## src/rtl/prefetch_queue_pkg.sv

```systemverilog
// Shared fetch-path definitions: word width, the NOP encoding, fetch FSM states
// and the {pc, instr} queue entry layout.
// Latency: n/a (types and constants only).
// Backpressure: n/a.
package riscv_pkg;

  localparam int XLEN = 32;

  // addi x0, x0, 0: what decode sees when no instruction is offered
  localparam logic [XLEN-1:0] INSTR_NOP = 32'h00000013;

  // IDLE: no request outstanding; REQ: request outstanding, data wanted;
  // DROP: request outstanding but its data is stale after a redirect
  typedef enum logic [1:0] {
    IDLE = 2'd0,
    REQ  = 2'd1,
    DROP = 2'd2
  } fetch_state_e;

  typedef struct packed {
    logic [XLEN-1:0] pc;
    logic [XLEN-1:0] instr;
  } fetch_entry_t;

endpackage

```

## src/rtl/prefetch_fifo_mem.sv

```systemverilog
// Storage array for the prefetch queue: DEPTH entries of {pc, instr}.
// Latency: write lands at the clock edge; read is combinational from rd_addr_i.
// Backpressure: none here; the parent only writes when it has room.
// Ports: clk; wr_en_i/wr_addr_i/wr_dat_i write port; rd_addr_i/rd_dat_o read port.
module prefetch_fifo_mem
  import riscv_pkg::*;
#(
  parameter int DEPTH = 4,
  parameter int AW    = $clog2(DEPTH)
) (
  input  logic         clk,
  input  logic         wr_en_i,
  input  logic [AW-1:0] wr_addr_i,
  input  fetch_entry_t wr_dat_i,
  input  logic [AW-1:0] rd_addr_i,
  output fetch_entry_t rd_dat_o
);

  // No reset: contents are only observed once the parent's count says valid
  fetch_entry_t mem_q [DEPTH];

  always_ff @(posedge clk) begin
    if (wr_en_i) begin
      mem_q[wr_addr_i] <= wr_dat_i;
    end
  end

  assign rd_dat_o = mem_q[rd_addr_i];

endmodule

```

## src/rtl/prefetch_queue.sv

```systemverilog
// Instruction prefetch front end: sequential imem fetches into a DEPTH-entry queue
// feeding the fetch slot; jmp flushes the queue and redirects fetch.
// Latency: acked word visible on f_* one cycle after ack (same cycle when
// PREFETCH_BYPASS_EN is defined and the queue is empty). Backpressure: head held
// while hazard or !d_ready; requests stop when the queue has no room.
// Ports: clk, rst (async, active high); imem_req/imem_addr/imem_ack/imem_data fetch
// handshake; f_instr/f_pc/f_valid head of queue; hazard, d_ready pop control;
// jmp/jmp_addr redirect. Optional macro: PREFETCH_BYPASS_EN.
module prefetch_queue
  import riscv_pkg::*;
#(
  parameter int          DEPTH    = 4,
  parameter logic [31:0] RESET_PC = 32'h00000000
) (
  input  logic        clk,
  input  logic        rst,
  output logic [31:0] imem_addr,
  output logic        imem_req,
  input  logic        imem_ack,
  input  logic [31:0] imem_data,
  output logic [31:0] f_instr,
  output logic [31:0] f_pc,
  output logic        f_valid,
  input  logic        hazard,
  input  logic        d_ready,
  input  logic        jmp,
  input  logic [31:0] jmp_addr
);

  localparam int AW = $clog2(DEPTH);
  localparam int CW = AW + 1;
  localparam logic [CW-1:0] DEPTH_C = CW'(DEPTH);

  fetch_state_e  state_q, state_d;
  logic [31:0]   fetch_pc_q, fetch_pc_d;
  logic [31:0]   redirect_pc_q, redirect_pc_d;
  logic [CW-1:0] count_q, count_d;
  logic [AW-1:0] rd_ptr_q, rd_ptr_d;
  logic [AW-1:0] wr_ptr_q, wr_ptr_d;

  fetch_entry_t  head_dat;
  fetch_entry_t  wr_dat;
  logic          q_empty;
  logic          fetch_ok;
  logic          byp_vld;
  logic          pop;
  logic          pop_q;
  logic          push;
  logic          room;

  assign q_empty  = (count_q == '0);
  // A wanted word arrives; a coincident jmp makes it stale
  assign fetch_ok = (state_q == REQ) && imem_ack && !jmp;

`ifdef PREFETCH_BYPASS_EN
  assign byp_vld = q_empty && fetch_ok;
`else
  assign byp_vld = 1'b0;
`endif

  assign f_valid = !q_empty || byp_vld;
  assign pop     = f_valid && !hazard && d_ready && !jmp;
  // Only a pop of a stored entry moves the read side
  assign pop_q   = pop && !q_empty;
  // A bypassed word consumed in its ack cycle never needs storing
  assign push    = fetch_ok && !(byp_vld && pop);

  always_comb begin
    f_instr = INSTR_NOP;
    f_pc    = fetch_pc_q;
    if (byp_vld) begin
      f_instr = imem_data;
      f_pc    = fetch_pc_q;
    end else if (!q_empty) begin
      f_instr = head_dat.instr;
      f_pc    = head_dat.pc;
    end
  end

  // jmp flushes the queue outright, overriding any push or pop this cycle
  always_comb begin
    count_d  = count_q;
    rd_ptr_d = rd_ptr_q;
    wr_ptr_d = wr_ptr_q;
    if (jmp) begin
      count_d  = '0;
      rd_ptr_d = '0;
      wr_ptr_d = '0;
    end else begin
      count_d = count_q + CW'(push) - CW'(pop_q);
      if (push)  wr_ptr_d = wr_ptr_q + 1'b1;
      if (pop_q) rd_ptr_d = rd_ptr_q + 1'b1;
    end
  end

  assign room = (count_d < DEPTH_C);

  always_comb begin
    state_d       = state_q;
    fetch_pc_d    = fetch_pc_q;
    redirect_pc_d = redirect_pc_q;
    case (state_q)
      IDLE: begin
        if (jmp) begin
          fetch_pc_d = jmp_addr;
          state_d    = REQ;
        end else if (room) begin
          state_d = REQ;
        end
      end
      REQ: begin
        if (imem_ack) begin
          if (jmp) begin
            fetch_pc_d = jmp_addr;
            state_d    = REQ;
          end else begin
            fetch_pc_d = fetch_pc_q + 32'd4;
            state_d    = room ? REQ : IDLE;
          end
        end else if (jmp) begin
          // The address must stay stable until the ack, so park the target
          redirect_pc_d = jmp_addr;
          state_d       = DROP;
        end
      end
      DROP: begin
        if (jmp) begin
          redirect_pc_d = jmp_addr;
        end
        if (imem_ack) begin
          fetch_pc_d = jmp ? jmp_addr : redirect_pc_q;
          state_d    = REQ;
        end
      end
      default: state_d = IDLE;
    endcase
  end

  always_ff @(posedge clk or posedge rst) begin
    if (rst) begin
      state_q       <= IDLE;
      fetch_pc_q    <= RESET_PC;
      redirect_pc_q <= RESET_PC;
      count_q       <= '0;
      rd_ptr_q      <= '0;
      wr_ptr_q      <= '0;
    end else begin
      state_q       <= state_d;
      fetch_pc_q    <= fetch_pc_d;
      redirect_pc_q <= redirect_pc_d;
      count_q       <= count_d;
      rd_ptr_q      <= rd_ptr_d;
      wr_ptr_q      <= wr_ptr_d;
    end
  end

  assign imem_req  = (state_q != IDLE);
  assign imem_addr = fetch_pc_q;

  assign wr_dat.pc    = fetch_pc_q;
  assign wr_dat.instr = imem_data;

  prefetch_fifo_mem #(
    .DEPTH (DEPTH)
  ) u_mem (
    .clk       (clk),
    .wr_en_i   (push),
    .wr_addr_i (wr_ptr_q),
    .wr_dat_i  (wr_dat),
    .rd_addr_i (rd_ptr_q),
    .rd_dat_o  (head_dat)
  );

endmodule

```

## config.mk

```make
export PLATFORM = sky130hd
export DESIGN_NAME = prefetch_queue
export DESIGN_NICKNAME = d
export VERILOG_FILES = /design/src/rtl/prefetch_queue_pkg.sv /design/src/rtl/prefetch_fifo_mem.sv /design/src/rtl/prefetch_queue.sv
export SDC_FILE = /design/constraint.sdc
export NUM_CORES = 1
export LEC_CHECK = 0
export BUFFER_PORTS_ARGS = -buffer_cell sky130_fd_sc_hd__clkbuf_2
export CORE_UTILIZATION = 57
export CTS_CLUSTER_DIAMETER = 200
export CTS_CLUSTER_SIZE = 40
export DETAILED_ROUTE_END_ITERATION = 12
export PLACE_DENSITY_LB_ADDON = 0.15
export SLEW_MARGIN = 20
export SYNTH_ARGS = -nofsm -noshare
export SYNTH_HDL_FRONTEND = slang
export SYNTH_SLANG_ARGS = --single-unit
```

## constraint.sdc

```tcl
create_clock -name clk -period 4.3 [get_ports clk]
set_clock_uncertainty 0.15 [all_clocks]
set_input_delay 1.29 -clock clk [delete_from_list [all_inputs] [get_ports clk]]
set_output_delay 1.29 -clock clk [all_outputs]
set_load 0.01 [all_outputs]
```

After elaboration in Yosys (flattened, before gate mapping)
Memory sizes are Yosys's and may differ from the RTL's. Index checks and enable logic that the tools add are counted.

Flip-flop bits (word level): 73. Latch bits: 0. Bits in writable memories: 256. Memory bits (read-only): 0. Input bits: 70. Output and inout bits: 98. Logic and storage cells: 65. Memories kept: 1.

Add/sub/neg operators: 5. $mul: 0. Divide/modulo/power cells: 0. Order comparisons: 1. Eq/ne operators: 8. Shift operators: 0. Muxes and demuxes: 25. Bitwise logic cells: 0. Reduce and logical (&&, ||, !) cells: 19.

Memory list: u_mem.mem_q (words 4, width 64, rd ports 1, clocked after memory_dff 0, wr ports 1, RTL line prefetch_fifo_mem.sv:20) `fetch_entry_t mem_q [DEPTH];`.

Operators with widths (count): $mux 32 (8); $pmux 32 s3 (1); $pmux 32 s2 (1); $add 32x3->32 const B (1); $mux 2 (9); $ne 2x2->1 const B (4); $reduce_bool 2->1 (4); $logic_and 1x1->1 (6); $ne 3x3->1 const B (2); $pmux 2 s3 (1); $add 2x1->2 const B (2); $mux 1 (4); $reduce_and 4->1 (1); $add 3x1->3 (1); $logic_not 1->1 (3); $logic_not 3->1 (1); $lt 3x3->1 const B (1); $mux 3 (1); $reduce_and 3->1 (1); $reduce_bool 3->1 (1); $sub 3x1->3 (1); $eq 2x1->1 const B (1); $eq 2x2->1 const B (1); $logic_not 2->1 (1); $reduce_and 2->1 (1).

Longest topological paths before layout
Depth after elaboration: 13. Depth in mapped cells: 16. Depth with buffers taken out: 13.

By module
From an unflattened synthesis, not the netlist that was laid out.

Cell total of the unflattened synthesis: 875. Area, all modules: 14361.3 sq um.

By module, submodules not included: prefetch_fifo_mem (times used 1, cells each 338, area an instance 9341.5 sq um, sequential area each 7687.4 sq um); prefetch_queue (times used 1, cells each 537, area an instance 5019.8 sq um, sequential area each 1826.8 sq um).

Worst setup path before layout
No wires, ideal clock.

Path type: input -> register. From: input jmp. To: memory u_mem.mem_q[0][0] in the netlist's numbering (enable). Library setup time: 429 ps. Arrival time: 3452 ps. Required time: 3721 ps. Path slack: 269 ps. Stages: 4. Buffers on the path: 2. Cells stage by stage: nor2b_1 -> clkbuf_1 -> clkbuf_1 -> and3_1.

Word-level cells in the longest chain between the ends: 4.

RTL lines: start: declaration (RTL line prefetch_queue.sv:26) `input logic jmp,`; $logic_not 1->1 (RTL line prefetch_queue.sv:53) `assign fetch_ok = (state_q == REQ) && imem_ack && !jmp;`; $logic_and 1x1->1 (RTL line prefetch_queue.sv:53); $mux 1 (RTL line prefetch_fifo_mem.sv:23) `if (wr_en_i) begin`; $mux 1 (not written as such) (RTL line prefetch_fifo_mem.sv:24) `mem_q[wr_addr_i] <= wr_dat_i;`; end: declaration (RTL line prefetch_fifo_mem.sv:20).

Every way passes these cells.

Final worst setup path
From: register count_q[1]. To: output f_pc[12].

Word-level cells in the longest chain between the ends: 2.

RTL lines: start: declaration (RTL line prefetch_queue.sv:37) `logic [CW-1:0] count_q, count_d;`; start signal: assignment (RTL line prefetch_queue.sv:151) `count_q <= count_d;`; $logic_not 3->1 (RTL line prefetch_queue.sv:51) `assign q_empty = (count_q == '0);`; $mux 32 (RTL line prefetch_queue.sv:74) `end else if (!q_empty) begin`; end: declaration (RTL line prefetch_queue.sv:22) `output logic [31:0] f_pc,`.

Every way passes these cells.

==> results.sh <==
export IMPL_status="finished clean"
export IMPL_ff_latch_area_um2=9520
export IMPL_drc=0
export IMPL_hold_buffers=0
export IMPL_max_freq_ghz=0.255
export IMPL_finalMaxSlewViolations=0
export IMPL_dp_cells=1362
export IMPL_peakVddDrop_v=0.000399
export IMPL_synth_top_family_by_area="multiplexers"
export IMPL_finish_utilization_pct=65.4
export IMPL_syn_num_nets=981
export IMPL_min_period_over_period_pct=91.1
export IMPL_grt_pass1_vias=8432
export IMPL_comb_power_share_pct=36.1
export IMPL_clk_path_buf_depth=3
export IMPL_synth_ff_type="edfxtp_1"
export IMPL_via_per_inst=6.11
export IMPL_p_sw_mw=3.46
export IMPL_synthesis_instances=899
export IMPL_grt_util_all_layers_pct=24.1
export IMPL_cts_setup_buffers=0
export IMPL_multi_input_comb_area_um2=4440
export IMPL_antenna_found_initial=0
export IMPL_synth_cell_type_count=59
export IMPL_worstPathArrival_ns=2.48
export IMPL_stdcell_area_um2=16000
export IMPL_port_buffers=167
export IMPL_maxCapViolations=0
export IMPL_core_um2=24400
export IMPL_start_util_pct=58.3
export IMPL_setup_viol=0
export IMPL_wl_mm=30.3
export IMPL_synth_fa_ha_area_share_pct=1.11
export IMPL_place_congestion=0.808
export IMPL_cts_buffers_inserted=12
export IMPL_clk_latency_ns=0.52
export IMPL_tightest_slew_ns=0.770
export IMPL_grt_pass1_wl_mm=47.8
export IMPL_netlist_area_um2=14200
export IMPL_cts_tree="yes"
export IMPL_leakagePower_nw=5.64
export IMPL_drt_iter0_markers=827
export IMPL_dr_pass1_iters=5
export IMPL_crit_required_ns=2.86
export IMPL_synthMuxAreaShare_pct=15.2
export IMPL_io_pins=168
export IMPL_setup_tns_ns=0
export IMPL_synth_edff_count=256
export IMPL_synth_seq_cells=329
export IMPL_antenna_cells=0
export IMPL_rsz0062_at_grt="false"
export IMPL_critical_path_slowest_cell="dfrtp_1"
export IMPL_vias=8440
export IMPL_place_area_um2=15600
export IMPL_ys_seq_area_share_pct=66.9
export IMPL_crit_fanout=48
export IMPL_yosys_area_share_simple_pct=7.28
export IMPL_p_clk_share_pct=15.5
export IMPL_drive_gt1_share_pct=33.4
export IMPL_worstSetupStartpointType="flop"
export IMPL_syn_to_final_growth_pct=12.2
export IMPL_grt_max_degree=49
export IMPL_yosys_area_share_xor_xnor_pct=0.862
export IMPL_async_flop_share_pct=22.2
export IMPL_slew_headroom_pct=48.7
export IMPL_hold_ws_ns=0.371
export IMPL_h_tree_depth=1
export IMPL_wl_per_cell_um=21.9
export IMPL_hold_path_class="reg -> reg"
export IMPL_path_clk_slew_ns=0.15
export IMPL_switching_share_pct=35.8
export IMPL_cts_resized_gates=0
export IMPL_crit_type="reg -> out"
export IMPL_fillers=1774
export IMPL_avgSynthCellArea_um2=15.8
export IMPL_clockRootBuffer="clkbuf_16"
export IMPL_clock_sinks=329
export IMPL_yosys_warnings=0
export IMPL_die_area_um2=25600
export IMPL_path_cells="nor3_1, buf_4, inv_2, buf_12, mux2_2, clkbuf_2"
export IMPL_die_y_um=160
export IMPL_period_minus_slack_ns=3.92
export IMPL_overflow=0
export IMPL_hold_viol=0
export IMPL_powerDensity_nw_per_um2=606
export IMPL_die_w_um=160
export IMPL_p_int_mw=6.21
export IMPL_nNetsFinal=1134
export IMPL_end_kind="output pin"
export IMPL_synth_compound_area_share_pct=6.65
export IMPL_power_frac_seq_pct=48.4
export IMPL_hpwl_mm=19.7
export IMPL_cp_slowest_stage_delay_ns=0.45
export IMPL_fin_cells=1382
export IMPL_ant_nets=0
export IMPL_placement_rows=57
[cell usage after synthesis (4+ instances only)]
master,n,share of area [%]
a31oi_1,8,0.35
mux2_2,63,5.0
nand2b_1,4,0.18
or3_1,11,0.48
buf_2,9,0.32
nor4_1,9,0.40
buf_1,7,0.18
and2_1,31,1.4
and3_1,7,0.31
inv_1,16,0.42
nand4_1,7,0.31
xnor2_1,10,0.62
a221oi_1,11,0.68
and4_1,4,0.25
nor3_1,12,0.42
mux4_2,64,10
a21oi_1,22,0.77
xor2_1,4,0.25
ha_1,11,0.97
edfxtp_1,256,54
nand3_1,11,0.39
clkbuf_1,41,1.1
o21ai_0,58,2.0
nand2_1,47,1.2
dfrtp_1,73,13
a22oi_1,7,0.37
o2bb2ai_1,4,0.25
nor2_1,36,0.95
nor2b_1,5,0.22
[path summary, 6_finish.rpt]
| check | start | to | slack (ns) | cells after the start |
|---|---|---|---|---|
| worst max register to register | imem_addr[3] | imem_addr[26] | 1.36 | 6 |
| worst min register to register | redirect_pc_q[16] | redirect_pc_q[16] | 0.37 | 1 |
| worst max-delay path | count_q[1] | f_pc[12] | 0.38 | 6 |
| min in group asynchronous | rst | redirect_pc_q[24] | 0.70 | 2 |
| worst min-delay path | redirect_pc_q[16] | redirect_pc_q[16] | 0.37 | 1 |
| max in group asynchronous | rst | redirect_pc_q[9] | 2.44 | 3 |
[through the flow]
step / power (mW) / setup WS, ns
3_5_place_dp: 8.25 / 0.492
5_1_grt: 10.2 / 0.264
3_3_place_gp: 8.17 / 0.571
2_1_floorplan: 6.84 / 0.269
6_report: 9.68 / 0.383
4_1_cts: 9.73 / 0.336
[cell usage in the layout, fill, tap and decap left out, types with 12 or more instances in the layout]
cell       instances
buf_4             21
clkbuf_16         13
inv_1             14
clkbuf_2         167
a21oi_1           22
and2_1            31
mux4_2            64
edfxtp_1         256
nor2_1            36
mux2_2            63
nor3_1            12
nand2_1           47
o21ai_0           58
dfrtp_1           71
[layout make-up]
type | count | share of cell area [%]
inverters | 16 | 0.376
flip-flops and latches | 329 | 59.7
well taps | 324 | 2.54
clock buffers | 19 | 2.18
repair buffers | 196 | 7.23
clock inverters | 1 | 0.188
multi-input cells | 497 | 27.8
[critical path, delay by kind of cell, from the launching register on]
kind / cells / cell delay, ns
and+or+nand+nor: 1 / 0.30
buffers and inverters: 4 / 0.85
muxes: 1 / 0.31
DFF: 1 / 0.45
[power by group through the flow]
stage,registers [mW],logic (mW),clock network (mW)
2_1_floorplan,4.58,2.26,0
3_3_place_gp,4.72,3.45,0
3_5_place_dp,4.75,3.50,0
4_1_cts,4.68,3.51,1.54
5_1_grt,4.77,3.80,1.62
6_report,4.68,3.50,1.50
[logic make-up (layout without fill, tap and decap cells)]
group,after synthesis,count (layout)
fa+ha+maj,12,12
buf+inv,73,232
xor+xnor,14,14
compound gates,147,147
simple gates,196,196
flops,329,329
mux,128,128
[flip-flops by register name (all words and copies together), names as in the netlist]
signal / flops
u_mem.mem_q: 256
imem_addr: 32
rd_ptr_q: 2
state_q: 2
wr_ptr_q: 2
count_q: 3
redirect_pc_q: 32
[per-layer routing]
layer	up-vias	wire length (µm)	part of all wire, %	global-route usage (%)
li1	3814	-	-	-
met1	4249	13000	43	35.7
met2	334	14900	49	39.4
met3	43	1900	6.3	2.49
met4	0	503	1.7	4.81
met5	-	0	0	0
No activity file was read; power rests on OpenSTA's default activity.
